<file path="src/rtl/fp_pkg.sv">
// Shared floating-point helpers: field extraction, bias, canonical quiet NaN and flag layout.
// Functions work on a 64-bit container so one package serves every EXP_W/FRAC_W combination.
package fp_pkg;

    localparam int GRS_W   = 3;
    localparam int FLG_INV = 3;
    localparam int FLG_OVF = 2;
    localparam int FLG_UNF = 1;
    localparam int FLG_NX  = 0;

    function automatic logic [63:0] fp_exp(input logic [63:0] w, input int exp_w, input int frac_w);
        return (w >> frac_w) & ((64'd1 << exp_w) - 64'd1);
    endfunction

    function automatic logic [63:0] fp_frac(input logic [63:0] w, input int frac_w);
        return w & ((64'd1 << frac_w) - 64'd1);
    endfunction

    function automatic logic fp_sign(input logic [63:0] w, input int exp_w, input int frac_w);
        return 1'((w >> (exp_w + frac_w)) & 64'd1);
    endfunction

    function automatic int fp_bias(input int exp_w);
        return (1 << (exp_w - 1)) - 1;
    endfunction

    function automatic logic [63:0] fp_qnan(input int exp_w, input int frac_w);
        return (((64'd1 << exp_w) - 64'd1) << frac_w) | (64'd1 << (frac_w - 1));
    endfunction

endpackage

</file>
<file path="src/rtl/fp_lzc.sv">
// Combinational leading-zero counter; an all-zero input reports WIDTH.
module fp_lzc #(
    parameter int WIDTH = 27,
    localparam int CNT_W = $clog2(WIDTH + 1)
) (
    input  logic [WIDTH-1:0] vec_i,
    output logic [CNT_W-1:0] cnt_o
);

    // Scanning upward lets the highest set bit have the final say.
    always_comb begin
        cnt_o = CNT_W'(WIDTH);
        for (int i = 0; i < WIDTH; i++) begin
            if (vec_i[i]) cnt_o = CNT_W'(WIDTH - 1 - i);
        end
    end

endmodule

</file>
<file path="src/rtl/fp_addsub_pipe.sv">
// Three-stage floating-point adder/subtractor (align, add, normalise/round) with
// valid/ready flow control, round-to-nearest-even and exception flags.
module fp_addsub_pipe
    import fp_pkg::*;
#(
    parameter int EXP_W  = 8,
    parameter int FRAC_W = 23
) (
    input  logic                      clk,
    input  logic                      rst_n,
    input  logic                      in_valid,
    output logic                      in_ready,
    input  logic [EXP_W+FRAC_W:0]     in_a,
    input  logic [EXP_W+FRAC_W:0]     in_b,
    input  logic                      in_op,
    output logic                      out_valid,
    input  logic                      out_ready,
    output logic [EXP_W+FRAC_W:0]     out_result,
    output logic [3:0]                out_flags
);

    localparam int W     = 1 + EXP_W + FRAC_W;
    localparam int M_W   = EXP_W + FRAC_W;
    localparam int SIG_W = FRAC_W + 1 + GRS_W;
    localparam int XW    = EXP_W + 2;
    localparam int LZW   = $clog2(SIG_W + 1);
    localparam logic [W-1:0] QNAN = W'(fp_qnan(EXP_W, FRAC_W));
    localparam logic signed [XW-1:0] E_INF = XW'((1 << EXP_W) - 1);

    function automatic logic [SIG_W-1:0] shr_sticky(input logic [SIG_W-1:0] v, input logic [EXP_W-1:0] sh);
        logic [SIG_W-1:0] r;
        logic             st;
        if (32'(sh) >= SIG_W) begin
            r  = '0;
            st = |v;
        end else begin
            r  = v >> sh;
            st = |(v & ~({SIG_W{1'b1}} << sh));
        end
        return {r[SIG_W-1:1], r[0] | st};
    endfunction

    function automatic logic [FRAC_W+1:0] rne(input logic [FRAC_W:0] m, input logic g, input logic st);
        return {1'b0, m} + (FRAC_W + 2)'(g & (st | m[0]));
    endfunction

    logic en1, en2, en3, accept;
    logic s1_vld_q, s2_vld_q, out_valid_q;
    logic [W-1:0] out_result_q, out_result_d;
    logic [3:0]   out_flags_q, out_flags_d;

    // A stage may load when everything after it moves, or when it holds a bubble.
    assign en3      = ~out_valid_q | out_ready;
    assign en2      = en3 | ~s2_vld_q;
    assign en1      = en2 | ~s1_vld_q;
    assign in_ready = rst_n & en3;
    assign accept   = in_valid & in_ready;

    // ---------------- S1: unpack, specials, swap, align ----------------
    logic [EXP_W-1:0]  a_ex, b_ex, big_ex, sm_ex, diff;
    logic [FRAC_W-1:0] a_fr, b_fr, big_fr, sm_fr;
    logic [M_W-1:0]    a_mag, b_mag;
    logic              a_sg, b_sg, a_max, b_max, swap, any_nan;

    assign a_ex  = EXP_W'(fp_exp(64'(in_a), EXP_W, FRAC_W));
    assign b_ex  = EXP_W'(fp_exp(64'(in_b), EXP_W, FRAC_W));
    assign a_fr  = FRAC_W'(fp_frac(64'(in_a), FRAC_W));
    assign b_fr  = FRAC_W'(fp_frac(64'(in_b), FRAC_W));
    assign a_sg  = fp_sign(64'(in_a), EXP_W, FRAC_W);
    assign b_sg  = fp_sign(64'(in_b), EXP_W, FRAC_W) ^ in_op;
    assign a_max = &a_ex;
    assign b_max = &b_ex;
    assign any_nan = (a_max & (|a_fr)) | (b_max & (|b_fr));

    assign a_mag = (a_ex == '0) ? '0 : {a_ex, a_fr};
    assign b_mag = (b_ex == '0) ? '0 : {b_ex, b_fr};
    assign swap  = b_mag > a_mag;
    assign {big_ex, big_fr} = swap ? b_mag : a_mag;
    assign {sm_ex, sm_fr}   = swap ? a_mag : b_mag;
    assign diff  = big_ex - sm_ex;

    logic              s1_sgb_d, s1_sgs_d, s1_spc_d;
    logic [EXP_W-1:0]  s1_exp_d;
    logic [SIG_W-1:0]  s1_sigb_d, s1_sigs_d;
    logic [W-1:0]      s1_spr_d;
    logic [3:0]        s1_spf_d;

    assign s1_sgb_d  = swap ? b_sg : a_sg;
    assign s1_sgs_d  = swap ? a_sg : b_sg;
    assign s1_exp_d  = big_ex;
    assign s1_sigb_d = {|big_ex, big_fr, {GRS_W{1'b0}}};
    assign s1_sigs_d = shr_sticky({|sm_ex, sm_fr, {GRS_W{1'b0}}}, diff);
    assign s1_spc_d  = a_max | b_max;

    always_comb begin
        s1_spr_d = QNAN;
        s1_spf_d = '0;
        if (!any_nan) begin
            if (a_max && b_max && (a_sg != b_sg)) s1_spf_d[FLG_INV] = 1'b1;
            else if (a_max) s1_spr_d = {a_sg, {EXP_W{1'b1}}, {FRAC_W{1'b0}}};
            else if (b_max) s1_spr_d = {b_sg, {EXP_W{1'b1}}, {FRAC_W{1'b0}}};
        end
    end

    logic              s1_sgb_q, s1_sgs_q, s1_spc_q;
    logic [EXP_W-1:0]  s1_exp_q;
    logic [SIG_W-1:0]  s1_sigb_q, s1_sigs_q;
    logic [W-1:0]      s1_spr_q;
    logic [3:0]        s1_spf_q;

    always_ff @(posedge clk) begin
        if (en1) begin
            s1_sgb_q  <= s1_sgb_d;
            s1_sgs_q  <= s1_sgs_d;
            s1_exp_q  <= s1_exp_d;
            s1_sigb_q <= s1_sigb_d;
            s1_sigs_q <= s1_sigs_d;
            s1_spc_q  <= s1_spc_d;
            s1_spr_q  <= s1_spr_d;
            s1_spf_q  <= s1_spf_d;
        end
    end

    // ---------------- S2: significand add/subtract ----------------
    logic [SIG_W:0] s2_sum_d;
    logic           s2_sgn_d;

    assign s2_sum_d = (s1_sgb_q ^ s1_sgs_q) ? ({1'b0, s1_sigb_q} - {1'b0, s1_sigs_q})
                                            : ({1'b0, s1_sigb_q} + {1'b0, s1_sigs_q});
    // A zero sum is negative only when both addends were negative zeros.
    assign s2_sgn_d = (s2_sum_d == '0) ? (s1_sgb_q & s1_sgs_q) : s1_sgb_q;

    logic [SIG_W:0]    s2_sum_q;
    logic              s2_sgn_q, s2_spc_q;
    logic [EXP_W-1:0]  s2_exp_q;
    logic [W-1:0]      s2_spr_q;
    logic [3:0]        s2_spf_q;

    always_ff @(posedge clk) begin
        if (en2) begin
            s2_sum_q <= s2_sum_d;
            s2_sgn_q <= s2_sgn_d;
            s2_exp_q <= s1_exp_q;
            s2_spc_q <= s1_spc_q;
            s2_spr_q <= s1_spr_q;
            s2_spf_q <= s1_spf_q;
        end
    end

    // ---------------- S3: normalise, round, pack ----------------
    logic [LZW-1:0] lz;

    fp_lzc #(.WIDTH(SIG_W)) u_lzc (
        .vec_i (s2_sum_q[SIG_W-1:0]),
        .cnt_o (lz)
    );

    logic [SIG_W-1:0]        norm;
    logic signed [XW-1:0]    e_big, lz_s, e_n, e_r;
    logic [FRAC_W+1:0]       mant_r;
    logic [FRAC_W-1:0]       frac_r;
    logic                    g, st;

    always_comb begin
        e_big = XW'(s2_exp_q);
        lz_s  = XW'(lz);
        if (s2_sum_q[SIG_W]) begin
            norm = {s2_sum_q[SIG_W:2], s2_sum_q[1] | s2_sum_q[0]};
            e_n  = e_big + XW'(1);
        end else begin
            norm = s2_sum_q[SIG_W-1:0] << lz;
            e_n  = e_big - lz_s;
        end
        g      = norm[GRS_W-1];
        st     = |norm[GRS_W-2:0];
        mant_r = rne(norm[SIG_W-1:GRS_W], g, st);
        if (mant_r[FRAC_W+1]) begin
            e_r    = e_n + XW'(1);
            frac_r = mant_r[FRAC_W:1];
        end else begin
            e_r    = e_n;
            frac_r = mant_r[FRAC_W-1:0];
        end

        out_result_d = {s2_sgn_q, e_r[EXP_W-1:0], frac_r};
        out_flags_d  = '0;
        out_flags_d[FLG_NX] = g | st;
        if (s2_spc_q) begin
            out_result_d = s2_spr_q;
            out_flags_d  = s2_spf_q;
        end else if (s2_sum_q == '0) begin
            out_result_d = {s2_sgn_q, {M_W{1'b0}}};
            out_flags_d  = '0;
        end else if (e_r >= E_INF) begin
            out_result_d = {s2_sgn_q, {EXP_W{1'b1}}, {FRAC_W{1'b0}}};
            out_flags_d  = '0;
            out_flags_d[FLG_OVF] = 1'b1;
            out_flags_d[FLG_NX]  = 1'b1;
        end else if (e_r[XW-1] || (e_r == '0)) begin
            out_result_d = {s2_sgn_q, {M_W{1'b0}}};
            out_flags_d  = '0;
            out_flags_d[FLG_UNF] = 1'b1;
            out_flags_d[FLG_NX]  = 1'b1;
        end
    end

    always_ff @(posedge clk) begin
        if (!rst_n) begin
            s1_vld_q     <= 1'b0;
            s2_vld_q     <= 1'b0;
            out_valid_q  <= 1'b0;
            out_result_q <= '0;
            out_flags_q  <= '0;
        end else begin
            if (en1) s1_vld_q <= accept;
            if (en2) s2_vld_q <= s1_vld_q;
            if (en3) out_valid_q <= s2_vld_q;
            if (en3 && s2_vld_q) begin
                out_result_q <= out_result_d;
                out_flags_q  <= out_flags_d;
            end
        end
    end

    assign out_valid  = out_valid_q;
    assign out_result = out_result_q;
    assign out_flags  = out_flags_q;

endmodule

</file>
<file path="config.mk">
export PLATFORM = sky130hd
export DESIGN_NAME = fp_addsub_pipe
export DESIGN_NICKNAME = d
export VERILOG_FILES = /design/src/rtl/fp_pkg.sv /design/src/rtl/fp_lzc.sv /design/src/rtl/fp_addsub_pipe.sv
export SDC_FILE = /design/constraint.sdc
export NUM_CORES = 1
export LEC_CHECK = 0
export BUFFER_PORTS_ARGS = -buffer_cell sky130_fd_sc_hd__clkbuf_2
export CAP_MARGIN = 15
export CORE_ASPECT_RATIO = 2
export CORE_MARGIN = 2
export CORE_UTILIZATION = 34
export DETAILED_ROUTE_END_ITERATION = 8
export HOLD_SLACK_MARGIN = 0.05
export PLACE_DENSITY = 0.53
export SETUP_SLACK_MARGIN = 0.4
export SYNTH_ARGS = -nofsm -noshare
export SYNTH_HDL_FRONTEND = slang
export SYNTH_HIERARCHICAL = 1
export SYNTH_SLANG_ARGS = --single-unit
</file>
<file path="constraint.sdc">
create_clock -name clk -period 17.2 [get_ports clk]
set_input_delay 2.58 -clock clk [delete_from_list [all_inputs] [get_ports clk]]
set_output_delay 2.58 -clock clk [all_outputs]
set_load 0.03 [all_outputs]
</file>
## Word level (Yosys, flattened, before mapping)

Cells that the tools add are included.

- Latch bits: 0
- Bits in registers: 205
- Bits of input ports: 69
- Word-level logic and storage cells: 129
- Memory bits (read-only): 0
- Bits in writable memories: 0
- Memories kept: 0

- Shift operators: 3
- $lt $le $gt $ge: 3
- Equal/unequal tests: 1
- Divide/modulo/power cells: 0
- Bitwise gates (word level): 22
- Reduce and logical (&&, ||, !) cells: 20
- Add/subtract/negate cells: 7
- Muxes and demuxes: 52
- Multipliers: 0

Operators with widths:

| cell | count |
|---|---|
| 31-bit two-way mux | 7 |
| 32-bit two-way mux | 3 |
| 5-bit two-way mux | 16 |
| 28-bit logical NOT | 2 |
| 23-bit OR reduction | 2 |
| 4-bit two-way mux | 9 |
| 31-bit > comparator | 1 |
| 31-bit OR reduction | 1 |
| 27-bit by 27-bit adder with 28-bit output | 1 |
| 28-bit two-way mux | 1 |
| 27-bit by 27-bit subtractor with 28-bit output | 1 |
| 27-bit AND | 1 |
| 27-bit two-way mux | 1 |
| 27-bit NOT | 1 |
| 27-bit OR reduction | 1 |
| 27-bit by 5-bit left shift with 27-bit output | 1 |
| 27-bit by 8-bit left shift with 27-bit output (first input constant) | 1 |
| 27-bit by 8-bit right shift with 27-bit output | 1 |
| 24-bit by 1-bit adder with 25-bit output | 1 |
| 23-bit two-way mux | 1 |
| 10-bit two-way mux | 2 |
| 8-bit logical NOT | 2 |
| 8-bit AND reduction | 2 |
| 8-bit OR reduction | 2 |
| other kinds (19) | 47 |

## Logic depth before layout (Yosys ltp)

Gate-level depths: netlist of the first run.

- Depth after elaboration: 40
- Mapped depth: 29

## Hierarchy

The synthesis of the first run kept the hierarchy.

Modules (own cells, without submodules):

| module | cells an instance | instances | area each (µm²) |
|---|---|---|---|
| fp_addsub_pipe | 1,742 | 1 | 14,644.0 |
| fp_lzc | 51 | 1 | 277.8 |

## Worst setup path before layout of the first run

No wires, ideal clock.

- Path kind: input-to-reg
- Start point: in in_a[24]
- End point: reg s1_sigs_q[0], data pin
- Data required time: 16,916 ps
- Library setup time: 284 ps
- Path slack: 7,967 ps
- Buffers on the path: 6
- Cell stages on the path: 29
- Arrival time: 8,949 ps
- Cells stage by stage: clkbuf_1 nor4_1 nand2_1 clkbuf_1 nand2_1 ha_1 nand4_1 nor4_1 o31ai_1 and4b_1 clkbuf_1 nor2_1 clkbuf_1 buf_1 mux2i_1 ha_1 nand2_1 o211ai_1 a21o_1 a221o_1 nor3_1 a31oi_1 or4b_1 and2_1 or3_1 clkbuf_1 o22a_1 a2111oi_0 a41oi_1

- Longest elaborated chain between the ends: 11
- Elaborated cells between the ends (all ways): 17
- Those cells by class: add/sub: 1; order compare: 2; shift: 2; mux: 5; bitwise: 3; reduce/logical: 4

RTL lines:

| what | RTL line | source |
|---|---|---|
| start, declared | fp_addsub_pipe.sv:13 | `input logic [EXP_W+FRAC_W:0] in_a,` |
| 8-bit logical NOT | fp_addsub_pipe.sv:75 | `assign a_mag = (a_ex == '0) ? '0 : {a_ex, a_fr};` |
| 31-bit two-way mux (*) | fp_addsub_pipe.sv:75 |  |
| 31-bit > comparator | fp_addsub_pipe.sv:77 | `assign swap = b_mag > a_mag;` |
| 31-bit two-way mux (on tied branches) | fp_addsub_pipe.sv:78, fp_addsub_pipe.sv:79 |  |
| 8-bit subtractor | fp_addsub_pipe.sv:80 | `assign diff = big_ex - sm_ex;` |
| 27-bit by 8-bit left shift with 27-bit output | fp_addsub_pipe.sv:38 | `st = \|(v & ~({SIG_W{1'b1}} << sh));` |
| 27-bit NOT | fp_addsub_pipe.sv:38 |  |
| 27-bit AND | fp_addsub_pipe.sv:38 |  |
| 27-bit OR reduction | fp_addsub_pipe.sv:38 |  |
| 1-bit two-way mux | fp_addsub_pipe.sv:33 | `if (32'(sh) >= SIG_W) begin` |
| 1-bit OR (*) | fp_addsub_pipe.sv:40 | `return {r[SIG_W-1:1], r[0] \| st};` |
| net s1_sigs_d[0] | fp_addsub_pipe.sv:84 | `logic [SIG_W-1:0] s1_sigb_d, s1_sigs_d;` |
| end signal, assigned | fp_addsub_pipe.sv:117 | `s1_sigs_q <= s1_sigs_d;` |
| end, declared | fp_addsub_pipe.sv:107 | `logic [SIG_W-1:0] s1_sigb_q, s1_sigs_q;` |

Mark *: on every way through the listed nets, which the timed path passes. The rest lies on a longest branch.
A chain may end at the register's enable or synchronous reset.

## Worst setup path after layout of the first run

- Start point: in in_b[24]
- End point: reg s1_sigs_q[0], data pin

- Longest elaborated chain between the ends: 11
- Elaborated cells between the ends (all ways): 17
- Those cells by class: add/sub: 1; order compare: 2; shift: 2; mux: 5; bitwise: 3; reduce/logical: 4

RTL lines:

| what | RTL line | source |
|---|---|---|
| start, declared | fp_addsub_pipe.sv:14 | `input logic [EXP_W+FRAC_W:0] in_b,` |
| 8-bit logical NOT | fp_addsub_pipe.sv:76 | `assign b_mag = (b_ex == '0) ? '0 : {b_ex, b_fr};` |
| 31-bit two-way mux (*) | fp_addsub_pipe.sv:76 |  |
| 31-bit > comparator | fp_addsub_pipe.sv:77 |  |
| 31-bit two-way mux (on tied branches) | fp_addsub_pipe.sv:78, fp_addsub_pipe.sv:79 |  |
| 8-bit subtractor | fp_addsub_pipe.sv:80 |  |
| 27-bit by 8-bit left shift with 27-bit output | fp_addsub_pipe.sv:38 |  |
| 27-bit NOT | fp_addsub_pipe.sv:38 |  |
| 27-bit AND | fp_addsub_pipe.sv:38 |  |
| 27-bit OR reduction | fp_addsub_pipe.sv:38 |  |
| 1-bit two-way mux | fp_addsub_pipe.sv:33 |  |
| 1-bit OR (*) | fp_addsub_pipe.sv:40 |  |
| net s1_sigs_d[0] | fp_addsub_pipe.sv:84 |  |

Marked as above.

==> metrics.md, run 1 <==
| Metric | Value |
|---|---|
| Max Clk Rate | `94.9 MHz` |
| Full die area | `45700 sq um` |
| CTS sink cnt | `145` |
| RSZ-0062 raised after global routing | `false` |
| Worst R2R Start | `s2_sum_q[3]` |
| Avg WL per Cell | `24.2 microns` |
| Worst path most repeated cell | `nand2_1` |
| CP Buf/Inv Count | `2` |
| Post-CTS Hold Fix Bufs | `0` |
| R2r setup slk | `10060 ps` |
| Post-CTS Setup Repair Bufs | `0` |
| Largest net degree at the start of global routing | `72` |
| Worst Path Required | `17360 ps` |
| Synth warn | `6` |
| Number of enable flip-flop cells after synthesis | `106` |
| Avg Cell Area, Syn | `8.32 sq um` |
| Placed Instances | `2377` |
| # setup viols final | `0` |
| Routed vias | `14388` |
| Hold Fails Final Rpt | `0` |
| Synth Flop Type | `edfxtp_1` |
| Max layer used | `met4` |
| Rows | `108` |
| Tcrit/Tclk final | `0.613` |
| Netlist Area Pre-Place | `14900 sq um` |
| Worst path slowest cell | `nor3_1` |
| CTS resizes | `0` |
| Critical Path Sink Type | `register` |
| Layout area overhead | `10.7%` |
| Initial Utilization | `0.344` |
| Worst Max-Slew Pin Slew | `1050 ps` |
| Crit-path leading delay family | `simple AND/OR/NAND/NOR gates` |
| DRT iter0 DRCs | `842` |
| Met1 WL | `18.0 mm` |
| Status | `complete, no violations` |
| GRT Residual Overflow | `0` |
| Worst hold endpoint | `s2_spf_q[3]` |
| GRT Overall Usage | `0.253` |
| Total core area | `43400 sq um` |
| Area leader, netlist | `edfxtp_1` |
| CTS root buffer | `clkbuf_16` |
| Static Leak | `6.59 nW` |
| Global-route wire length before repair | `87.7 mm` |
| DR WL met3 | `1.88 mm` |
| PortBufs | `106` |
| Clk_lat worst skew | `450 ps` |
| Slew HR | `0.296` |
| Routed vias/inst | `5.97` |
| Nets@finish | `2009` |
| Total CTS buffers | `17` |
| Clock buffer depth | `2` |
| Pwr Density | `136 nW/um^2` |
| Area contributors post-synth | `edfxtp_1 (21%), ha_1 (7.7%), mux4_2 (6.5%)` |
| Initial antenna violation count | `0` |
| Distinct cells, synth | `94` |
| Antenna-violating nets left | `0` |
| Worst Slack Setup Final | `6660 ps` |
| Layout cells sized above 1 | `0.141` |
| Cells after synthesis | `1793` |
| Vias in the first global route | `14646` |
| Final core utilization | `0.381` |
| HP Class | `reg -> reg` |
| Max H-tree Level | `4` |
| Critical Path Source Type | `primary input` |
| FF-to-FF End | `out_result[2]` |
| Sequential share of the synthesized area | `0.266` |
| Clk slew on worst S/H paths | `60 ps` |
| Reg2Reg Depth | `17` |
| Critical path fanouts, max | `24` |
| Clock Skews | `16.3 ps` |
| Ant diodes | `0` |
| Setup TNS | `0 ps` |
| VDD IR-drop max | `0.0574 mV` |
| Max_cap viols | `0` |
| Layout filler cell count | `4476` |
| Min Tclk post-route | `10540 ps` |
| Residual DRC | `0` |
| CTS tree | `done` |
| # IOs | `107` |
| GPL Wtd Cong | `0.996` |
| Net Count, Synth | `1956` |
| Drt total wl | `58.3 mm` |
| Width of the die | `152 microns` |
| Synth top area share | `0.213` |
| Post-synth ARST share | `0` |
| CP max stage delay | `890 ps` |
| Cell depth of the worst hold path | `0` |
| Synth Register Bits | `145` |
| Max Slew Vio Count | `0` |
| Final HPWL DP | `47.9 mm` |
| CP Class | `in -> reg` |
| Drt pass-1 iters | `5` |
| WL met2 | `33.1 mm` |
| Die height | `300 microns` |
| Finished Layout Cells | `2409` |
| HP Start | `s1_spf_q[3]` |
| Most common cell in the netlist | `nand2_1` |
| CP Data Arrival Time | `10700 ps` |
| Most frequent cells after synthesis | `nand2_1 (201), nor2_1 (151), a21oi_1 (120)` |
| Post-Place Worst Slack | `6260 ps` |
stage by stage:
step	instance area, sq um	power [mW]	hold WS (ps)
after floorplan	14900	1.44	400
after global placement	15900	1.83	405
after detailed placement	15900	1.84	409
after CTS	16500	2.22	425
after global routing	16500	2.37	444
final	16500	2.24	421
cells in the final DEF (no fill, tap or decap), drive strengths merged, types with 22 or more instances in the layout:
cell type	Yosys	final
dfxtp	39	39
nand2	201	201
o211ai	24	24
xnor2	38	38
buf	27	28
nor2	151	151
edfxtp	106	106
nor2b	22	22
inv	108	113
mux4	47	47
xor2	26	26
mux2i	49	49
ha	92	92
nand3	42	42
nor3	74	74
mux2	22	22
nor4	39	39
clkbuf	71	124
o21ai	133	133
a21oi	121	121
area by class of cell:
cell class	count	area, sq um	area share
Multi-Input combinational cell	1438	10100	0.613
Sequential cell	145	3960	0.240
Timing Repair Buffer	134	738	0.0447
Tap cell	550	688	0.0417
Clock buffer	18	429	0.0260
Inverter	110	413	0.0250
Clock inverter	14	153	0.00924
registers in the layout, summed over array words and instances, names as in the netlist, 2 cells and up:
register and flops:
s2_exp_q 8, s1_sigb_q 24, s2_sum_q 28, s2_spr_q 2, s1_spr_q 2, s1_sigs_q 27, s1_exp_q 8, out_result 32
out_flags 4
power by group:
group / switching (mW) / internal [mW] / total, mW
Combinational: 0.774 / 0.513 / 1.29
Sequential: 0.126 / 0.450 / 0.576
Clock: 0.160 / 0.215 / 0.375
routing by layer:
metal	global-route usage	vias to the layer above
met3	0.0293	190
met5	0	-
li1	-	6797
met1	0.211	6852
met2	0.516	549
met4	0.206	0
worst max path at each step:
stage	to	slack, ps	from	depth (start not counted)
floorplan	s1_sigs_q[0]	7970	in_a[24]	29
global placement	s1_sigs_q[0]	6440	in_b[24]	25
detailed placement	s1_sigs_q[0]	6260	in_b[24]	25
CTS	s1_sigs_q[0]	6750	in_b[24]	25
global route	s1_sigs_q[0]	6130	in_b[24]	25
finish	s1_sigs_q[0]	6660	in_b[24]	25
kinds of logic after synthesis:
family,after synthesis,share of synthesized area
buffers and inverters,210,0.0593
DFF,145,0.266
xor gates and xnor gates,64,0.0376
muxes,118,0.122
and+or+nand+nor,677,0.222
AOI/OAI and AO/OA,485,0.214
adders and majority gates,94,0.0798
(Power assumes the default switching activity.)
==> inputs of run 2 (changes only) <==
Settings changed: ABC_AREA from default to 1, PLACE_DENSITY 0.53 to 0.55.
Clock period 17.2 ns to 8.8 ns, I/O delays scaled along.
==> run 2 against run 1 <==
Against the previous run:
- non-clock buffer count is 2 lower
- cell count grew 28%
- combinational power up 110%
- critical endpoint is now out_result[22]
- critical path depth grew 25
- sequential share of layout area decreased by 0.64 points
- critical path type is now reg -> reg
- power grew 100%
- via count grew 14%
- first-iteration DRC count fell by 1.2%
- cell area grew 2.7%
- routed wire length rose by 5.9%
==> metrics.md, run 2 <==
| Metric | Value |
|---|---|
| Grt met2 use | `0.530 (+0.0140)` |
| Clk_lat worst skew | `470 ps (+20 ps)` |
| CP max stage delay | `650 ps (-240 ps)` |
| Worst Max-Slew Pin Slew | `1290 ps (+244 ps)` |
| Die height | `305 microns (+1.5%)` |
| CTS root buffer | `clkbuf_16` |
| VDD IR-drop max | `0.186 mV (+220%)` |
| Clock Power Share | `0.167 (about the same)` |
| Setup TNS | `0 ps (unchanged)` |
| Clock Skews | `15.4 ps (-0.966 ps)` |
| Critical Path Sink Type | `register` |
| Slew HR | `0.130 (-0.166)` |
| Layout filler cell count | `4973 (+11%)` |
| Fin area | `17000 sq um (+2.7%)` |
| Static Leak | `8.33 nW (+26%)` |
| Layout area overhead | `10.3%` |
| Max Slew Vio Count | `0 (unchanged)` |
| Avg Cell Area, Syn | `6.25 sq um (-25%)` |
| Global-route wire length before repair | `92.2 mm (+5.1%)` |
| Clk slew on worst S/H paths | `70 ps (about the same)` |
| Most frequent cells after synthesis | `nand2_1 (674), inv_1 (341), nor2_1 (248)` |
| Net Count, Synth | `2622 (+34%)` |
| DRT iter0 DRCs | `832 (-1.2%)` |
| Internal cell power | `2.07 mW (+76%)` |
| # setup viols final | `0 (unchanged)` |
| Final HPWL DP | `51.7 mm (+7.9%)` |
| HP Class | `reg -> reg` |
| Synth warn | `6 (unchanged)` |
| Clock buffer depth | `2 (unchanged)` |
| Grt met3 use | `0.0289 (-0.000395)` |
| Max_cap viols | `0 (unchanged)` |
| Cell depth of the worst hold path | `0 (unchanged)` |
| Initial antenna violation count | `0 (unchanged)` |
| Layer with the highest usage | `met2` |
| Routed vias | `16469 (+14%)` |
| Nets@finish | `2667 (+33%)` |
| Area occupied by multi-input gates | `9600 sq um (-5.3%)` |
| Most common cell in the netlist | `nand2_1` |
| Max Clk Rate | `136 MHz` |
| Width of the die | `154 microns (+1.5%)` |
| PortBufs | `106 (unchanged)` |
| Area contributors post-synth | `edfxtp_1 (21%), nand2_1 (16%), inv_1 (8.3%)` |
| Drt pass-1 iters | `7 (+2)` |
| Initial Utilization | `0.343 (-0.00134)` |
| Post-Place Worst Slack | `1430 ps (-4820 ps)` |
| CTS sink cnt | `145 (unchanged)` |
| Ant diodes | `0 (unchanged)` |
| Largest net degree at the start of global routing | `67 (-6.9%)` |
| Register area | `3960 sq um (unchanged)` |
| Worst hold endpoint | `s2_spf_q[3]` |
| R2r setup slk | `1430 ps (-8630 ps)` |
| Finished Layout Cells | `3077 (+28%)` |
| Netlist Area Pre-Place | `15400 sq um (+3.0%)` |
| Hold Fails Final Rpt | `0 (unchanged)` |
| Max H-tree Level | `4 (unchanged)` |
| Post-synth ARST share | `0 (unchanged)` |
| Hold Slack | `428 ps (+6.96 ps)` |
| Worst path most repeated cell | `nand2_1` |
| Sequential share of the synthesized area | `0.258 (-0.00783)` |
| Placed Instances | `3045 (+28%)` |
| Rows | `110 (+1.9%)` |
| Reg2Reg Depth | `50 (+33)` |
| Critical path fanouts, max | `29 (+21%)` |
| Antenna-violating nets left | `0 (unchanged)` |
| Synth Flop Type | `edfxtp_1` |
| RSZ-0062 raised after global routing | `false` |
| Total CTS buffers | `17 (unchanged)` |
| Post-CTS Hold Fix Bufs | `0 (unchanged)` |
| GRT Residual Overflow | `0 (unchanged)` |
| Commonest non-fill, non-tap cell in the layout | `nand2_1` |
| Worst Slack Setup Final | `1430 ps (-5240 ps)` |
| Layout cells sized above 1 | `0.0898 (-0.0511)` |
| Full die area | `47000 sq um (+3.0%)` |
| Drt total wl | `61.8 mm (+5.9%)` |
| Sequential group share of total power | `0.225 (-0.032)` |
| P_sw | `2.41 mW (+130%)` |
| Worst path slowest cell | `a21oi_4` |
| Most frequent cells in the layout | `nand2_1 (673), inv_1 (340), nor2_1 (247)` |
| Residual DRC | `0 (unchanged)` |
| Max FFs per register | `32 (unchanged)` |
| Synth Register Bits | `145 (unchanged)` |
| GR Util met1 | `0.199 (-0.0121)` |
| CP Data Arrival Time | `7730 ps (-2970 ps)` |
| Worst Path Required | `9160 ps (-8200 ps)` |
| GRT Overall Usage | `0.262 (+0.00936)` |
| Vias in the first global route | `16492 (+13%)` |
| Area after DPL | `16300 sq um (+2.6%)` |
| Logic pwr share | `0.609 (+0.034)` |
| Sw Share | `0.538 (+0.0645)` |
| FF-to-FF End | `out_result[22]` |
| Min Tclk post-route | `7370 ps` |
| GPL Wtd Cong | `1.04 (+4.0%)` |
| Worst R2R Start | `s2_sum_q[1]` |
| CTS resizes | `0 (unchanged)` |
| CTS tree | `done` |
| Synth top area share | `0.207 (-0.00628)` |
| HP Start | `s1_spf_q[3]` |
| Avg WL per Cell | `20.1 microns (-17%)` |
| Tcrit/Tclk final | `0.838` |
| CP Class | `reg -> reg` |
| Routed vias/inst | `5.35 (-10%)` |
| Cells after synthesis | `2459 (+37%)` |
| # IOs | `107 (unchanged)` |
| Area leader, netlist | `edfxtp_1` |
| Status | `complete, no violations` |
| Post-CTS Setup Repair Bufs | `0 (unchanged)` |
| Pwr Density | `265 nW/um^2 (+95%)` |
| Total core area | `44900 sq um (+3.4%)` |
| Number of enable flip-flop cells after synthesis | `106 (unchanged)` |
| Distinct cells, synth | `63 (-33%)` |
| Critical Path Source Type | `register` |
[run 2: cell types whose count changed in the layout (fill, tap and decap cells not counted), moves of 38 or more]
cell,delta
inv_1,+233
mux2i_1,-38
mux4_2,-43
nand2_1,+472
nand3_1,+178
nor2_1,+97
nor3_1,-50
[run 2: worst max-delay path, delay by kind of cell, from the launching register on]
| family | cells | cell delay (ps) |
|---|---|---|
| compound gates | 6 | 1660 |
| fa+ha+maj | 2 | 300 |
| buf+inv | 4 | 570 |
| flops | 1 | 560 |
| simple gates | 38 | 4150 |
[run 2: routing by layer]
layer / part of all wire / routed length (microns)
met1: 0.29 / 17900
met2: 0.56 / 34700
met3: 0.029 / 1810
met4: 0.12 / 7430
met5: 0 / 0
[run 2: cell type report]
class / instances / share of cell area
Sequential cell: 145 / 0.234
Inverter: 358 / 0.0801
Clock inverter: 15 / 0.0114
Timing Repair Buffer: 132 / 0.0428
Multi-Input combinational cell: 1850 / 0.566
Clock buffer: 17 / 0.0251
Tap cell: 560 / 0.0413
[run 2: worst max path at each step]
stage / startpoint / to / cells past startpoint / slack (ps)
6_report: s2_sum_q[1] / out_result[22] / 50 / 1430
5_1_grt: s2_sum_q[1] / out_result[3] / 47 / 860
4_1_cts: s2_sum_q[1] / out_result[22] / 50 / 1640
3_5_place_dp: in_a[30] / s1_sigs_q[0] / 35 / 1430
3_3_place_gp: in_a[30] / s1_sigs_q[0] / 35 / 1530
2_1_floorplan: in_b[28] / s1_sigs_q[0] / 34 / 3370
[run 2: power by group through the flow]
stage	registers, mW	clock network, mW	logic [mW]
global route	1.03	0.783	3.00
finish	1.01	0.748	2.73
detailed placement	1.02	0	2.68
CTS	1.01	0.761	2.69
global placement	1.02	0	2.68
floorplan	1.00	0	1.86
[run 2: per-stage QoR]
| step | utilization | total power [mW] |
|---|---|---|
| 2_1_floorplan | - | 2.86 |
| 3_3_place_gp | 0.364 | 3.69 |
| 3_5_place_dp | 0.364 | 3.70 |
| 4_1_cts | 0.378 | 4.46 |
| 5_1_grt | 0.378 | 4.80 |
| 6_report | 0.378 | 4.49 |
[run 2: logic make-up after synthesis]
logic type	count (synthesis)	synth area share
multiplexers	11	0.00716
XOR/XNOR	58	0.0330
flip-flops	145	0.258
adder cells (fa/ha/maj)	94	0.0775
AND/OR/NAND/NOR	1293	0.360
buffers and inverters	464	0.120
AO/OA/AOI/OAI	394	0.145
